$ cat config.mk
export PLATFORM = sky130hd
export DESIGN_NAME = dcache_wb_issue
export DESIGN_NICKNAME = d
export VERILOG_FILES = /design/src/rtl/dcache_wb_issue.sv
export SDC_FILE = /design/constraint.sdc
export NUM_CORES = 1
export LEC_CHECK = 0
export BUFFER_PORTS_ARGS = -buffer_cell sky130_fd_sc_hd__buf_2
export CORE_AREA = 3 3 291 293
export DETAILED_ROUTE_END_ITERATION = 10
export DIE_AREA = 0 0 294 296
export PLACE_DENSITY_LB_ADDON = 0.12
export SYNTH_ARGS = -nofsm -noshare
export SYNTH_HDL_FRONTEND = slang
export SYNTH_SLANG_ARGS = --single-unit
$ cat constraint.sdc
create_clock -name clk -period 4.2 [get_ports clk]
set_input_delay 0.84 -clock clk [delete_from_list [all_inputs] [get_ports clk]]
set_output_delay 0.84 -clock clk [all_outputs]
set_load 0.01 [all_outputs]
$ cat src/rtl/dcache_wb_issue.sv
// Data-cache write-back issue unit: hands dirty victim lines to the write buffer and
// issues single-beat uncached stores on AXI-lite after the buffer has drained.
module dcache_wb_issue (
  input  logic         clk,
  input  logic         rst,
  // victim line from the cache
  input  logic         evict_valid,
  output logic         evict_ready,
  input  logic [31:0]  evict_paddr,
  input  logic [255:0] evict_data,
  output logic         evict_done,
  // uncached store from the cache
  input  logic         uc_valid,
  output logic         uc_ready,
  input  logic [31:0]  uc_addr,
  input  logic [31:0]  uc_wdata,
  input  logic [3:0]   uc_wstrb,
  output logic         uc_done,
  output logic         busy,
  // write-buffer line interface
  output logic         wreq,
  input  logic         wreq_recvd,
  input  logic         wdone,
  output logic [31:0]  wdata_paddr,
  output logic [31:0]  wdata_bank0,
  output logic [31:0]  wdata_bank1,
  output logic [31:0]  wdata_bank2,
  output logic [31:0]  wdata_bank3,
  output logic [31:0]  wdata_bank4,
  output logic [31:0]  wdata_bank5,
  output logic [31:0]  wdata_bank6,
  output logic [31:0]  wdata_bank7,
  // write-buffer control
  input  logic         empty,
  output logic         clear_req,
  input  logic         clear_done,
  output logic         uchd_wreq,
  // uncached AXI-lite write channel
  output logic [31:0]  dch_awaddr,
  output logic [3:0]   dch_awlen,
  output logic [1:0]   dch_awburst,
  output logic         dch_awvalid,
  input  logic         dch_awready,
  output logic [31:0]  dch_wdata,
  output logic [3:0]   dch_wstrb,
  output logic         dch_wlast,
  output logic         dch_wvalid,
  input  logic         dch_wready,
  input  logic         dch_bvalid
);

  typedef enum logic [2:0] {
    IDLE, WREQ, WAIT_DONE, UC_CLEAR, UC_AW, UC_W, UC_B
  } state_t;

  state_t         state;
  logic [31:0]    ev_paddr_q;
  logic [255:0]   ev_data_q;
  logic [31:0]    uc_addr_q;
  logic [31:0]    uc_wdata_q;
  logic [3:0]     uc_wstrb_q;

  always_ff @(posedge clk) begin
    if (rst) begin
      state      <= IDLE;
      ev_paddr_q <= '0;
      ev_data_q  <= '0;
      uc_addr_q  <= '0;
      uc_wdata_q <= '0;
      uc_wstrb_q <= '0;
    end else begin
      case (state)
        IDLE: begin
          if (evict_valid) begin
            ev_paddr_q <= evict_paddr;
            ev_data_q  <= evict_data;
            state      <= WREQ;
          end else if (uc_valid) begin
            uc_addr_q  <= uc_addr;
            uc_wdata_q <= uc_wdata;
            uc_wstrb_q <= uc_wstrb;
            // drain buffered lines first so the uncached store cannot overtake them
            state      <= empty ? UC_AW : UC_CLEAR;
          end
        end
        WREQ:      if (wreq_recvd)  state <= WAIT_DONE;
        WAIT_DONE: if (wdone)       state <= IDLE;
        UC_CLEAR:  if (clear_done)  state <= UC_AW;
        UC_AW:     if (dch_awready) state <= UC_W;
        UC_W:      if (dch_wready)  state <= UC_B;
        UC_B:      if (dch_bvalid)  state <= IDLE;
        default:                    state <= IDLE;
      endcase
    end
  end

  assign evict_ready = (state == IDLE);
  assign uc_ready    = (state == IDLE) && !evict_valid;
  assign busy        = (state != IDLE);

  // completion pulses follow the handshake in the same cycle; reset suppresses them
  assign evict_done  = (state == WAIT_DONE) && wdone && !rst;
  assign uc_done     = (state == UC_B) && dch_bvalid && !rst;

  assign wreq        = (state == WREQ);
  assign clear_req   = (state == UC_CLEAR);
  assign uchd_wreq   = (state == UC_AW) || (state == UC_W) || (state == UC_B);

  assign wdata_paddr = ev_paddr_q;
  assign wdata_bank0 = ev_data_q[31:0];
  assign wdata_bank1 = ev_data_q[63:32];
  assign wdata_bank2 = ev_data_q[95:64];
  assign wdata_bank3 = ev_data_q[127:96];
  assign wdata_bank4 = ev_data_q[159:128];
  assign wdata_bank5 = ev_data_q[191:160];
  assign wdata_bank6 = ev_data_q[223:192];
  assign wdata_bank7 = ev_data_q[255:224];

  assign dch_awaddr  = uc_addr_q;
  assign dch_awlen   = 4'd0;
  assign dch_awburst = 2'b01;
  assign dch_awvalid = (state == UC_AW);
  assign dch_wdata   = uc_wdata_q;
  assign dch_wstrb   = uc_wstrb_q;
  assign dch_wvalid  = (state == UC_W);
  assign dch_wlast   = (state == UC_W);

endmodule

# Word-level counts from Yosys, hierarchy flattened
# Index checks and enable logic that the tools add are counted.
dict set report totals {
  in_bits 367
  ff_bits 359
  output_inout_bits 373
}
dict set report op_classes {
  n_eq_ne 13
  n_reduce_logical 14
  muxes 10
  bitwise 1
}
# cell n
set ops {}
lappend ops {{$mux 3} 9}
lappend ops {{$pmux 3 s7} 1}
lappend ops {{$eq 3x3->1 const B} 3}
lappend ops {{$ne 2x1->1 const B} 4}
lappend ops {{$reduce_and 7->1} 1}
lappend ops {{$eq 3x2->1 const B} 2}
lappend ops {{$logic_and 1x1->1} 5}
lappend ops {{$ne 2x2->1 const B} 2}
lappend ops {{$eq 3x1->1 const B} 1}
lappend ops {{$logic_not 3->1} 1}
lappend ops {{$ne 3x2->1 const B} 1}
lappend ops {{$reduce_and 3->1} 1}
lappend ops {{$reduce_bool 3->1} 1}
lappend ops {{$logic_not 1->1} 2}
lappend ops {{$logic_or 1x1->1} 2}
lappend ops {{$reduce_and 2->1} 1}
lappend ops {{$not 1->1} 1}

# Logic depth before layout (Yosys ltp)
# Gate-level depths: netlist of run 1.
dict set report depth {
  depth_word 4
  ltp_mapped 10
  mapped_depth_nobuf 5
}

# Worst setup path after synthesis of run 1
# Ideal clock, no wire load.
dict set report synth_path {
  kind {in2out}
  from {input port rst}
  to {output port evict_done}
  required_ps 3360
  stages 3
  arrival_ps 1350
  path_buffers 1
  slack_ps 2010
  cell_sequence {clkbuf_1 > nor2_1 > and4b_1}
}
dict set report synth_between {
  elab_chain_cells 2
}
# item line
set synth_lines {}
lappend synth_lines {{from (decl)} 5} ;# input logic rst,
lappend synth_lines {{$logic_not 1->1} 102} ;# assign evict_done = (state == WAIT_DONE) && wdone && !rst;
lappend synth_lines {{$logic_and 1x1->1} 102}
lappend synth_lines {{to (decl)} 11} ;# output logic evict_done,
# No other way between the ends.

# Worst setup path after layout of run 1
dict set report layout_path {
  from {register state[2]}
  to {output port evict_ready}
}
dict set report layout_between {
  elab_chain_cells 1
}
# item line
set layout_lines {}
lappend layout_lines {{from (decl)} 56} ;# state_t state;
lappend layout_lines {{from (signal assigned)} 83} ;# state <= empty ? UC_AW : UC_CLEAR;
lappend layout_lines {{$logic_not 3->1} 97} ;# assign evict_ready = (state == IDLE);
lappend layout_lines {{to (decl)} 8} ;# output logic evict_ready,
# No other way between the ends.

==> results.txt, run 1 <==
port bufs: 733
Post-DRT Antenna Nets: 0
Gate power share: 23.8%
max incr delay on CP: 0.55 ns
core area: 0.0821 mm2
worst path cell trace: or3_1 > inv_2 > buf_2
relative slew slack: 29.6%
drt first pass iters: 5
Detailed Route Iter0 Violations: 499
vias in the first global route: 12862
Clock Sinks: 359
drt drc: 0
Avg Vias per Cell: 3.86
Hold Crit Class: register to register
CTS tree: built
final setup TNS: 0 ns
vias post-DR: 13096
Finish-stage setup viols: 0
Post CTS Setup Buffer Count: 0
Starting Density: 15.5%
GRT Overall Usage: 12.2%
synthesized cell area: 0.0127 mm2
worst path required time: 3.36 ns
DIE AREA: 0.0870 mm2
Int Pwr: 7.14 mW
Worst-Margin Slew: 1.06 ns
Tmin final: 2.73 ns
crit path kind: register to output pin
sequential share of power: 38.9%
clk slew on worst S/H paths: 0.05 ns
IO Count: 740
switch share: 32.6%
Fmax achieved: 366 MHz
Tcrit/Tclk final: 65.1%
CTS Hold Bufs: 0
Max FO, Critical Path: 19
final WL: 57800 um
DIE WIDTH: 294 um
top cells by count, synth: nand2_1 (718), dfxtp_1 (359), a21oi_1 (347)
number of synthesized flops with an enable pin: 0
final core utilization: 22.9%
Net Switching: 3.46 mW
CP startpoint kind: register
RSZ-0062 raised after global routing: no
Avg WL per Cell: 17.0 um
Bufs on Longest Clock Path: 3
critical path endpoint category: output pin
fill count: 9334
top-count cell post-synth: nand2_1
Root Driver: clkbuf_16
flop2flop setup slack: 1.57 ns
grt total ovfl: 0
Max rail drop VDD: 0.000266 V
status: finished clean
Final #Nets: 2647
layout cells sized above 1: 36.5%
Async S/R FF share, synth: 0%
Yosys warnings: 0
CTS Buf Count: 46
number of max-cap violations: 0
post_cts resized: 0
cells after synthesis: 1603
Synth top area share: 56.5%
Area Growth Syn to Fin: 48.0%
Slowest cell on crit path: or3_1
Die Y: 296 um
Clk pwr share: 37.3%
Mapped Avg Cell Area: 7.93 um2
Netlist cell types: 32
hpwl dp: 42200 um
row count: 105
GP Congestion: 0.784
max-slew violation count: 0
Final Hold Vio Count: 0
Cell Pwr Density: 563 mW/mm2
top cells by area, synth: dfxtp_1 (57%), nand2_1 (21%), a21oi_1 (14%), buf_6 (2.1%), clkbuf_1 (2.0%)
htree depth: 2
Critical Path AT: 1.89 ns
initial antenna violation count: 17
#FFs+latches synth: 359
Primary FF master, synth: dfxtp_1
final setup skew: 0.0167 ns
worst-skew pair later-pin latency: 0.57 ns
sequential share of the synthesized area: 56.5%
Leak: 8.61 nW
largest net degree at the start of global routing: 160
Yosys top cell by area: dfxtp_1
first-pass GRT wire length: 81900 um
==> placed cells by master (no fill, tap or decap), types with 3 or more instances in the layout <==
master	Yosys	final
a21oi_1	347	347
a21oi_2	10	10
buf_12	0	8
buf_2	25	732
buf_4	13	15
bufinv_16	0	3
clkbuf_1	69	7
clkbuf_16	0	47
clkbuf_8	0	8
clkinv_2	0	10
conb_1	2	6
dfxtp_1	359	359
diode_2	0	10
nand2_1	718	717
nor2_1	3	3
nor3b_1	3	3
o21ai_0	5	5
==> sequential cells by signal, summed over array words and instances, names as in the netlist <==
register and flops:
state 3, ev_data_q 256, dch_awaddr 32, dch_wdata 32, wdata_paddr 32, dch_wstrb 4
==> path summary, 6_finish.rpt <==
check                              start                          end  cells past startpoint
min          ev_data_q[187]$_SDFFE_PP0P_  ev_data_q[187]$_SDFFE_PP0P_                      2
max reg2reg        state[2]$_SDFFE_PP0P_  ev_data_q[235]$_SDFFE_PP0P_                      6
min reg2reg  ev_data_q[187]$_SDFFE_PP0P_  ev_data_q[187]$_SDFFE_PP0P_                      2
max                state[2]$_SDFFE_PP0P_                  evict_ready                      3
==> per-layer routing <==
metal  track usage, %  wire length (um)  vias to the layer above
met5                0                92                        -
met4             4.58              1750                       12
met3             4.48              4860                       96
met2             21.5             28900                      462
met1             13.3             22200                     6029
li1                 -                 -                     6497
==> stage by stage <==
| stage | area, um2 | hold slack, ns | instances | setup slack, ns | total power [mW] |
|---|---|---|---|---|---|
| floorplan | 12700 | 0.481 | 1607 | 2.01 | 5.65 |
| global placement | 17300 | 0.438 | 3302 | 1.62 | 6.76 |
| global route | 18800 | 0.457 | 3389 | 1.35 | 11.3 |
| CTS | 18800 | 0.443 | 3382 | 1.42 | 10.9 |
| finish | 18800 | 0.450 | 3392 | 1.47 | 10.6 |
| detailed placement | 17300 | 0.443 | 3302 | 1.53 | 6.79 |
==> power groups by stage <==
stage	sequential, mW	combinational (mW)	clock, mW
6_report	4.12	2.53	3.95
5_1_grt	4.18	2.81	4.27
4_1_cts	4.12	2.60	4.13
3_5_place_dp	4.19	2.60	0
3_3_place_gp	4.17	2.58	0
2_1_floorplan	4.37	1.28	0
==> critical path, delay by kind of cell, from the launching register on <==
family	cells	cell delay (ns)
flops	1	0.47
simple gates	1	0.55
buf+inv	2	0.30
==> kinds of logic (layout without fill, tap and decap cells) <==
family | count (synthesis) | after routing | share of synthesized area (%)
AOI/OAI and AO/OA | 369 | 369 | 15.0
buffers and inverters | 133 | 838 | 5.97
DFF | 359 | 359 | 56.5
muxes | 1 | 1 | 0.0787
other | 2 | 16 | 0.0591
and+or+nand+nor | 739 | 739 | 22.4
==> area by class of cell <==
type | count | area, um2 | area share [%]
multi-input combinational | 1115 | 4800 | 25.5
clock inverter | 18 | 199 | 1.06
inverter | 2 | 7.51 | 0.0399
clock buffer | 62 | 1310 | 6.97
sequential | 359 | 7190 | 38.2
timing repair buffer | 756 | 3950 | 21.0
antenna | 10 | 25.0 | 0.133
tap | 1070 | 1340 | 7.11
Power figures use the tool's default switching activity.
==> run 2, diff against run 1 <==
Settings changed: ABC_AREA set to 1, CORE_AREA 3 3 291 293 to 3 3 290 292, DIE_AREA 0 0 294 296 to 0 0 293 295.
Clock period 4.2 ns to 2.65 ns, I/O delays scaled along.
==> run 2 against run 1 <==
- critical path depth increased by 2
- core utilization grew 2.0 points
- clock skew increased by 0.0075 ns
- area after synthesis increased by 12%
- first-iteration DRC count down 2.6%
- global-route usage up 1.3 points
- final area grew 8.3%
- via count rose by 7.9%
==> results.txt, run 2 <==
Detailed Route Iter0 Violations: 486 (was 499)
Final #Nets: 2684 (was 2647)
Bufs on Longest Clock Path: 3 (unchanged)
Max FO, Critical Path: 6 (was 19)
RSZ-0062 raised after global routing: no (unchanged)
Slowest cell on crit path: dfxtp_1 (was or3_1)
Post CTS Setup Buffer Count: 0 (unchanged)
DIE AREA: 0.0864 mm2 (was 0.0870 mm2)
number of max-cap violations: 0 (unchanged)
port bufs: 733 (unchanged)
GRT Overall Usage: 13.5% (was 12.2%)
top cells by count, synth: nand2_1 (374), dfxtp_1 (359), a21oi_1 (267) (was nand2_1 (718), dfxtp_1 (359), a21oi_1 (347))
final setup skew: 0.0242 ns (was 0.0167 ns)
flop2flop setup slack: 0.69 ns (was 1.57 ns)
Root Driver: clkbuf_16 (unchanged)
number of synthesized flops with an enable pin: 0 (unchanged)
dpl cells: 3338 (was 3302)
Synth top area share: 50.6% (was 56.5%)
Starting Density: 17.4% (was 15.5%)
Reg with most FFs: ev_data_q (unchanged)
vias in the first global route: 14117 (was 12862)
largest family of logic cells by synthesized area: simple AND/OR/NAND/NOR gates (unchanged)
reg2reg start: state[2]$_SDFFE_PP0P_ (unchanged)
Post-DRT Antenna Nets: 0 (unchanged)
r2r endpoint: ev_data_q[135]$_SDFFE_PP0P_ (was ev_data_q[235]$_SDFFE_PP0P_)
drt first pass iters: 5 (unchanged)
top-count cell post-synth: nand2_1 (unchanged)
Max rail drop VDD: 0.00109 V (was 0.000266 V)
post-route insts no fill: 3435 (was 3392)
adder-cell area share of the yosys netlist: 0% (unchanged)
Avg Vias per Cell: 4.12 (was 3.86)
IO Count: 740 (unchanged)
mux contribution to synthesized area: 0% (was 0.0787%)
Leak: 8.78 nW (was 8.61 nW)
layout cells sized above 1: 44.4% (was 36.5%)
Die Y: 295 um (was 296 um)
max-slew violation count: 0 (unchanged)
Clock Sinks: 359 (unchanged)
#FFs+latches synth: 359 (unchanged)
most common cell after layout, fill and taps aside: buf_2 (unchanged)
post_cts resized: 0 (unchanged)
most frequent cells in the layout: buf_2 (731), nand2_1 (373), dfxtp_1 (359) (was buf_2 (732), nand2_1 (717), dfxtp_1 (359))
XOR/XNOR share of the synthesized area: 0% (unchanged)
critical path endpoint: evict_done (was evict_ready)
Fmax achieved: 431 MHz
hpwl dp: 45300 um (was 42200 um)
max reg flops: 256 (unchanged)
final setup TNS: 0 ns (unchanged)
core area: 0.0818 mm2 (was 0.0821 mm2)
vias post-DR: 14136 (was 13096)
Netlist cell types: 25 (was 32)
final WL: 62600 um (was 57800 um)
worst-skew pair later-pin latency: 0.57 ns (about the same)
max incr delay on CP: 0.46 ns (was 0.55 ns)
critical path endpoint category: output pin (unchanged)
Critical Path AT: 1.79 ns (was 1.89 ns)
clk slew on worst S/H paths: 0.06 ns (was 0.05 ns)
Cell Pwr Density: 1020 mW/mm2 (was 563 mW/mm2)
Primary FF master, synth: dfxtp_1 (unchanged)
Tcrit/Tclk final: 87.7%
Area Growth Syn to Fin: 43.4% (was 48.0%)
Mapped Avg Cell Area: 8.57 um2 (was 7.93 um2)
Hold Crit Class: primary input to register (was register to register)
initial antenna violation count: 20 (was 17)
top cells by area, synth: dfxtp_1 (51%), nand2_1 (9.9%), a21oi_1 (9.4%), nand3_1 (9.2%), nand3_2 (7.0%) (was dfxtp_1 (57%), nand2_1 (21%), a21oi_1 (14%), buf_6 (2.1%), clkbuf_1 (2.0%))
Tmin final: 2.32 ns
WP depth: 5 (was 3)
worst path required time: 2.12 ns (was 3.36 ns)
htree depth: 2 (unchanged)
drt drc: 0 (unchanged)
first-pass GRT wire length: 90300 um (was 81900 um)
relative slew slack: 40.1% (was 29.6%)
synthesized cell area: 0.0142 mm2 (was 0.0127 mm2)
Worst setup startpoint: state[1]$_SDFFE_PP0P_ (was state[2]$_SDFFE_PP0P_)
cells after synthesis: 1659 (was 1603)
CP delay by family, top: flip-flops (was simple AND/OR/NAND/NOR gates)
CTS Buf Count: 47 (was 46)
Worst-Margin Slew: 0.899 ns (was 1.06 ns)
crit path kind: register to output pin (unchanged)
most frequent CP cell: nor2_1
Async S/R FF share, synth: 0% (unchanged)
CP startpoint kind: register (unchanged)
Yosys warnings: 0 (unchanged)
largest net degree at the start of global routing: 148 (was 160)
status: finished clean (unchanged)
worst path cell trace: inv_1 > nor2_1 > nand3_1 > nor2_1 > buf_2 (was or3_1 > inv_2 > buf_2)
Finish-stage setup viols: 0 (unchanged)
CP bufs+invs: 2 (unchanged)
Setup Slack @ Placement: 0.659 ns (was 1.53 ns)
minimum hold slack: 0.221 ns (was 0.450 ns)
worst reg2reg path depth: 6 (unchanged)
Final Hold Vio Count: 0 (unchanged)
Synth Area in Compound Gates: 15.1% (was 15.0%)
CTS Hold Bufs: 0 (unchanged)
Avg WL per Cell: 18.2 um (was 17.0 um)
sequential share of the synthesized area: 50.6% (was 56.5%)
grt total ovfl: 0 (unchanged)
row count: 105 (unchanged)
setup ws final: 0.327 ns (was 1.47 ns)
DIE WIDTH: 293 um (was 294 um)
Post-Synth Simple-Gate Area: 26.9% (was 22.4%)
Yosys top cell by area: dfxtp_1 (unchanged)
Pwr Total: 20.8 mW (was 10.6 mW)
CTS tree: built (unchanged)
GP Congestion: 0.777 (was 0.784)
-- run 2: cell count changes after synthesis, moves of 10 or more --
cell	previous run	this run
inv_1	1	11
a21oi_1	347	267
buf_6	24	1
nand3_2	0	100
nor2_1	3	15
nand2_1	718	374
buf_4	13	29
a21oi_2	10	92
buf_12	0	10
buf_2	25	57
nand3_1	0	261
-- run 2: kinds of logic after synthesis --
family / count (synthesis)
buffers and inverters: 180
flip-flops: 359
AO/OA/AOI/OAI: 360
AND/OR/NAND/NOR: 758
other: 2
-- run 2: worst reg2reg max path: cells and delay by family, from the launching register on --
family	cells	cell delay [ns]
and+or+nand+nor	2	0.61
AOI/OAI and AO/OA	1	0.19
buffers and inverters	3	0.68
DFF	1	0.41
-- run 2: worst min-delay path by stage --
stage / from / slack, ns / cells after the start / to
floorplan: wdata_paddr[1]$_SDFFE_PP0P_ / 0.48 / 2 / wdata_paddr[1]$_SDFFE_PP0P_
global placement: ev_data_q[32]$_SDFFE_PP0P_ / 0.45 / 2 / ev_data_q[32]$_SDFFE_PP0P_
detailed placement: dch_awaddr[16]$_SDFFE_PP0P_ / 0.45 / 2 / dch_awaddr[16]$_SDFFE_PP0P_
CTS: evict_data[159] / 0.16 / 3 / ev_data_q[159]$_SDFFE_PP0P_
global route: evict_data[209] / 0.18 / 3 / ev_data_q[209]$_SDFFE_PP0P_
finish: uc_addr[3] / 0.22 / 3 / dch_awaddr[3]$_SDFFE_PP0P_
-- run 2: per-layer routing --
layer  vias up  GRT usage [%]  part of all wire [%]
met4        20           3.95                   2.4
met3        95           5.18                   9.0
met5         -              0                  0.21
met1      6613           14.6                    38
met2       485           24.5                    51
li1       6923              -                     -
-- run 2: area by class of cell --
type                            count  area [um2]
Fill cell                        9133       61500
Antenna cell                       13        32.5
Inverter                           14        62.6
Sequential cell                   359        7190
Timing Repair Buffer              771        4190
Clock inverter                     14         153
Multi-Input combinational cell   1124        6010
Clock buffer                       70        1400
Tap cell                         1070        1340
-- run 2: where the power goes --
| group | total, mW | switching [mW] | internal (mW) |
|---|---|---|---|
| clock network | 6.40 | 2.54 | 3.86 |
| logic | 7.51 | 5.05 | 2.47 |
| registers | 6.88 | 0.506 | 6.37 |
-- run 2: metrics by stage --
step	util [%]	area [um2]
after floorplan	-	14200
after detailed placement	23.0	18800
final	24.9	20400
after global routing	24.9	20400
after global placement	23.0	18800
after CTS	24.9	20300
==> run 3, diff against run 2 <==
Settings changed: ABC_AREA 1 to not set, CORE_AREA 3 3 290 292 to 3 3 291 293, DIE_AREA 0 0 293 295 to 0 0 294 296.
==> run 3 against run 2 <==
- clock-buffer cell count up 5
- final cell count is 0.90% lower
- sequential power shrank 5.8%
- die area up 0.68%
- sequential share of layout area increased by 2.6 points
- flip-flop and latch count is the same
- hold slack lost 0.037 ns
- register-to-register slack worse by 0.10 ns
- critical path type unchanged
==> results.txt, run 3 (same netlist as run 1, synthesis figures left out) <==
status: finished clean (unchanged)
drt first pass iters: 5 (unchanged)
Setup Slack @ Placement: 0.575 ns (was 0.659 ns)
Finish-stage setup viols: 0 (unchanged)
max-slew violation count: 0 (unchanged)
most common cell after layout, fill and taps aside: buf_2 (unchanged)
post-route insts no fill: 3404 (was 3435)
DIE WIDTH: 294 um (was 293 um)
Clk pwr share: 37.9% (was 30.8%)
Final #Nets: 2651 (was 2684)
largest net degree at the start of global routing: 129 (was 148)
minimum hold slack: 0.184 ns (was 0.221 ns)
Die Y: 296 um (was 295 um)
crit path kind: register to output pin (unchanged)
Max rail drop VDD: 0.000436 V (was 0.00109 V)
GP Congestion: 0.796 (was 0.777)
layout cells sized above 1: 36.4% (was 44.4%)
Detailed Route Iter0 Violations: 550 (was 486)
Worst-Margin Slew: 1.01 ns (was 0.899 ns)
Hold Crit Class: primary input to register (unchanged)
CP startpoint kind: register (unchanged)
setup ws final: 0.452 ns (was 0.327 ns)
final core utilization: 23.1% (was 24.9%)
htree depth: 2 (unchanged)
clk slew on worst S/H paths: 0.06 ns (about the same)
IO Count: 740 (unchanged)
Avg WL per Cell: 17.1 um (was 18.2 um)
hpwl dp: 42700 um (was 45300 um)
drt drc: 0 (unchanged)
Tcrit/Tclk final: 83.0% (was 87.7%)
final WL: 58300 um (was 62600 um)
post_cts resized: 0 (unchanged)
dpl cells: 3305 (was 3338)
Cell Pwr Density: 900 mW/mm2 (was 1020 mW/mm2)
Int Pwr: 11.5 mW (was 12.7 mW)
CTS Hold Bufs: 0 (unchanged)
Root Driver: clkbuf_16 (unchanged)
initial antenna violation count: 19 (was 20)
max reg flops: 256 (unchanged)
GRT Overall Usage: 12.4% (was 13.5%)
Post-DRT Antenna Nets: 0 (unchanged)
most frequent cells in the layout: buf_2 (732), nand2_1 (717), dfxtp_1 (359) (was buf_2 (731), nand2_1 (373), dfxtp_1 (359))
final setup skew: 0.00993 ns (was 0.0242 ns)
Max FO, Critical Path: 4 (was 6)
worst path required time: 2.12 ns (about the same)
grt total ovfl: 0 (unchanged)
worst-skew pair later-pin latency: 0.57 ns (about the same)
Pwr Total: 17.1 mW (was 20.8 mW)
Reg with most FFs: ev_data_q (unchanged)
core area: 0.0821 mm2 (was 0.0818 mm2)
vias post-DR: 13178 (was 14136)
port bufs: 733 (unchanged)
Post CTS Setup Buffer Count: 0 (unchanged)
DIE AREA: 0.0870 mm2 (was 0.0864 mm2)
Avg Vias per Cell: 3.87 (was 4.12)
final setup TNS: 0 ns (unchanged)
DP Area: 0.0174 mm2 (was 0.0188 mm2)
Starting Density: 15.5% (was 17.4%)
switch share: 32.7% (was 38.9%)
CTS Buf Count: 47 (unchanged)
Tmin final: 2.20 ns (was 2.32 ns)
CTS tree: built (unchanged)
Bufs on Longest Clock Path: 3 (unchanged)
Critical Path AT: 1.67 ns (was 1.79 ns)
critical path endpoint category: output pin (unchanged)
Net Switching: 5.58 mW (was 8.10 mW)
Fmax achieved: 455 MHz (was 431 MHz)
sequential share of power: 38.0% (was 33.1%)
Area Growth Syn to Fin: 49.2% (was 43.4%)
relative slew slack: 32.8% (was 40.1%)
number of max-cap violations: 0 (unchanged)
Final Hold Vio Count: 0 (unchanged)
Gate power share: 24.1% (was 36.1%)
Leak: 8.66 nW (was 8.78 nW)
fin area: 0.0190 mm2 (was 0.0204 mm2)
RSZ-0062 raised after global routing: no (unchanged)
row count: 105 (unchanged)
first-pass GRT wire length: 82700 um (was 90300 um)
Clock Sinks: 359 (unchanged)
vias in the first global route: 12938 (was 14117)
fill count: 9275 (was 9133)
-- run 3: cell types whose count changed in the layout (fill, tap and decap cells not counted), sizes merged, moves of 5 or more --
| cell | change |
|---|---|
| buf | -12 |
| nor2 | -13 |
| inv | -10 |
| nand3 | -361 |
| nand2 | +342 |
| clkbuf | +5 |
-- run 3: worst max-delay path, cell delays in order (launching register included) --
cell and delay (ns):
dfxtp_1 0.31, or3_1 0.48, inv_2 0.14, buf_2 0.17
-- run 3: power groups by stage --
stage	clock network, mW	logic, mW	registers (mW)
final	6.47	4.12	6.48
after global routing	6.99	4.60	6.58
after CTS	6.78	4.25	6.49
after floorplan	0	2.03	6.93
after detailed placement	0	4.25	6.60
after global placement	0	4.23	6.58
-- run 3: area by class of cell --
| cell class | instances | area [um2] | share of cell area (%) |
|---|---|---|---|
| inverter | 2 | 7.51 | 0.0396 |
| clock buffer | 75 | 1420 | 7.49 |
| sequential | 359 | 7190 | 37.9 |
| tap | 1070 | 1340 | 7.06 |
| timing repair buffer | 759 | 4040 | 21.3 |
| multi-input combinational | 1115 | 4800 | 25.3 |
| clock inverter | 11 | 149 | 0.785 |
| antenna | 13 | 32.5 | 0.171 |
-- run 3: worst paths after layout --
kind | start | endpoint | slack [ns] | cells after the start
setup reg to reg | state[2]$_SDFFE_PP0P_ | ev_data_q[203]$_SDFFE_PP0P_ | 0.59 | 6
hold / removal | evict_data[64] | ev_data_q[64]$_SDFFE_PP0P_ | 0.18 | 3
setup / recovery | state[2]$_SDFFE_PP0P_ | evict_ready | 0.45 | 3
hold reg to reg | dch_wdata[3]$_SDFFE_PP0P_ | dch_wdata[3]$_SDFFE_PP0P_ | 0.45 | 2
-- run 3: routing by layer --
| metal | track usage, % | up-vias | share of wire (%) |
|---|---|---|---|
| li1 | - | 6521 | - |
| met4 | 5.22 | 12 | 3.4 |
| met3 | 4.52 | 98 | 8.7 |
| met5 | 0 | - | 0.13 |
| met2 | 21.8 | 477 | 50 |
| met1 | 13.5 | 6070 | 38 |
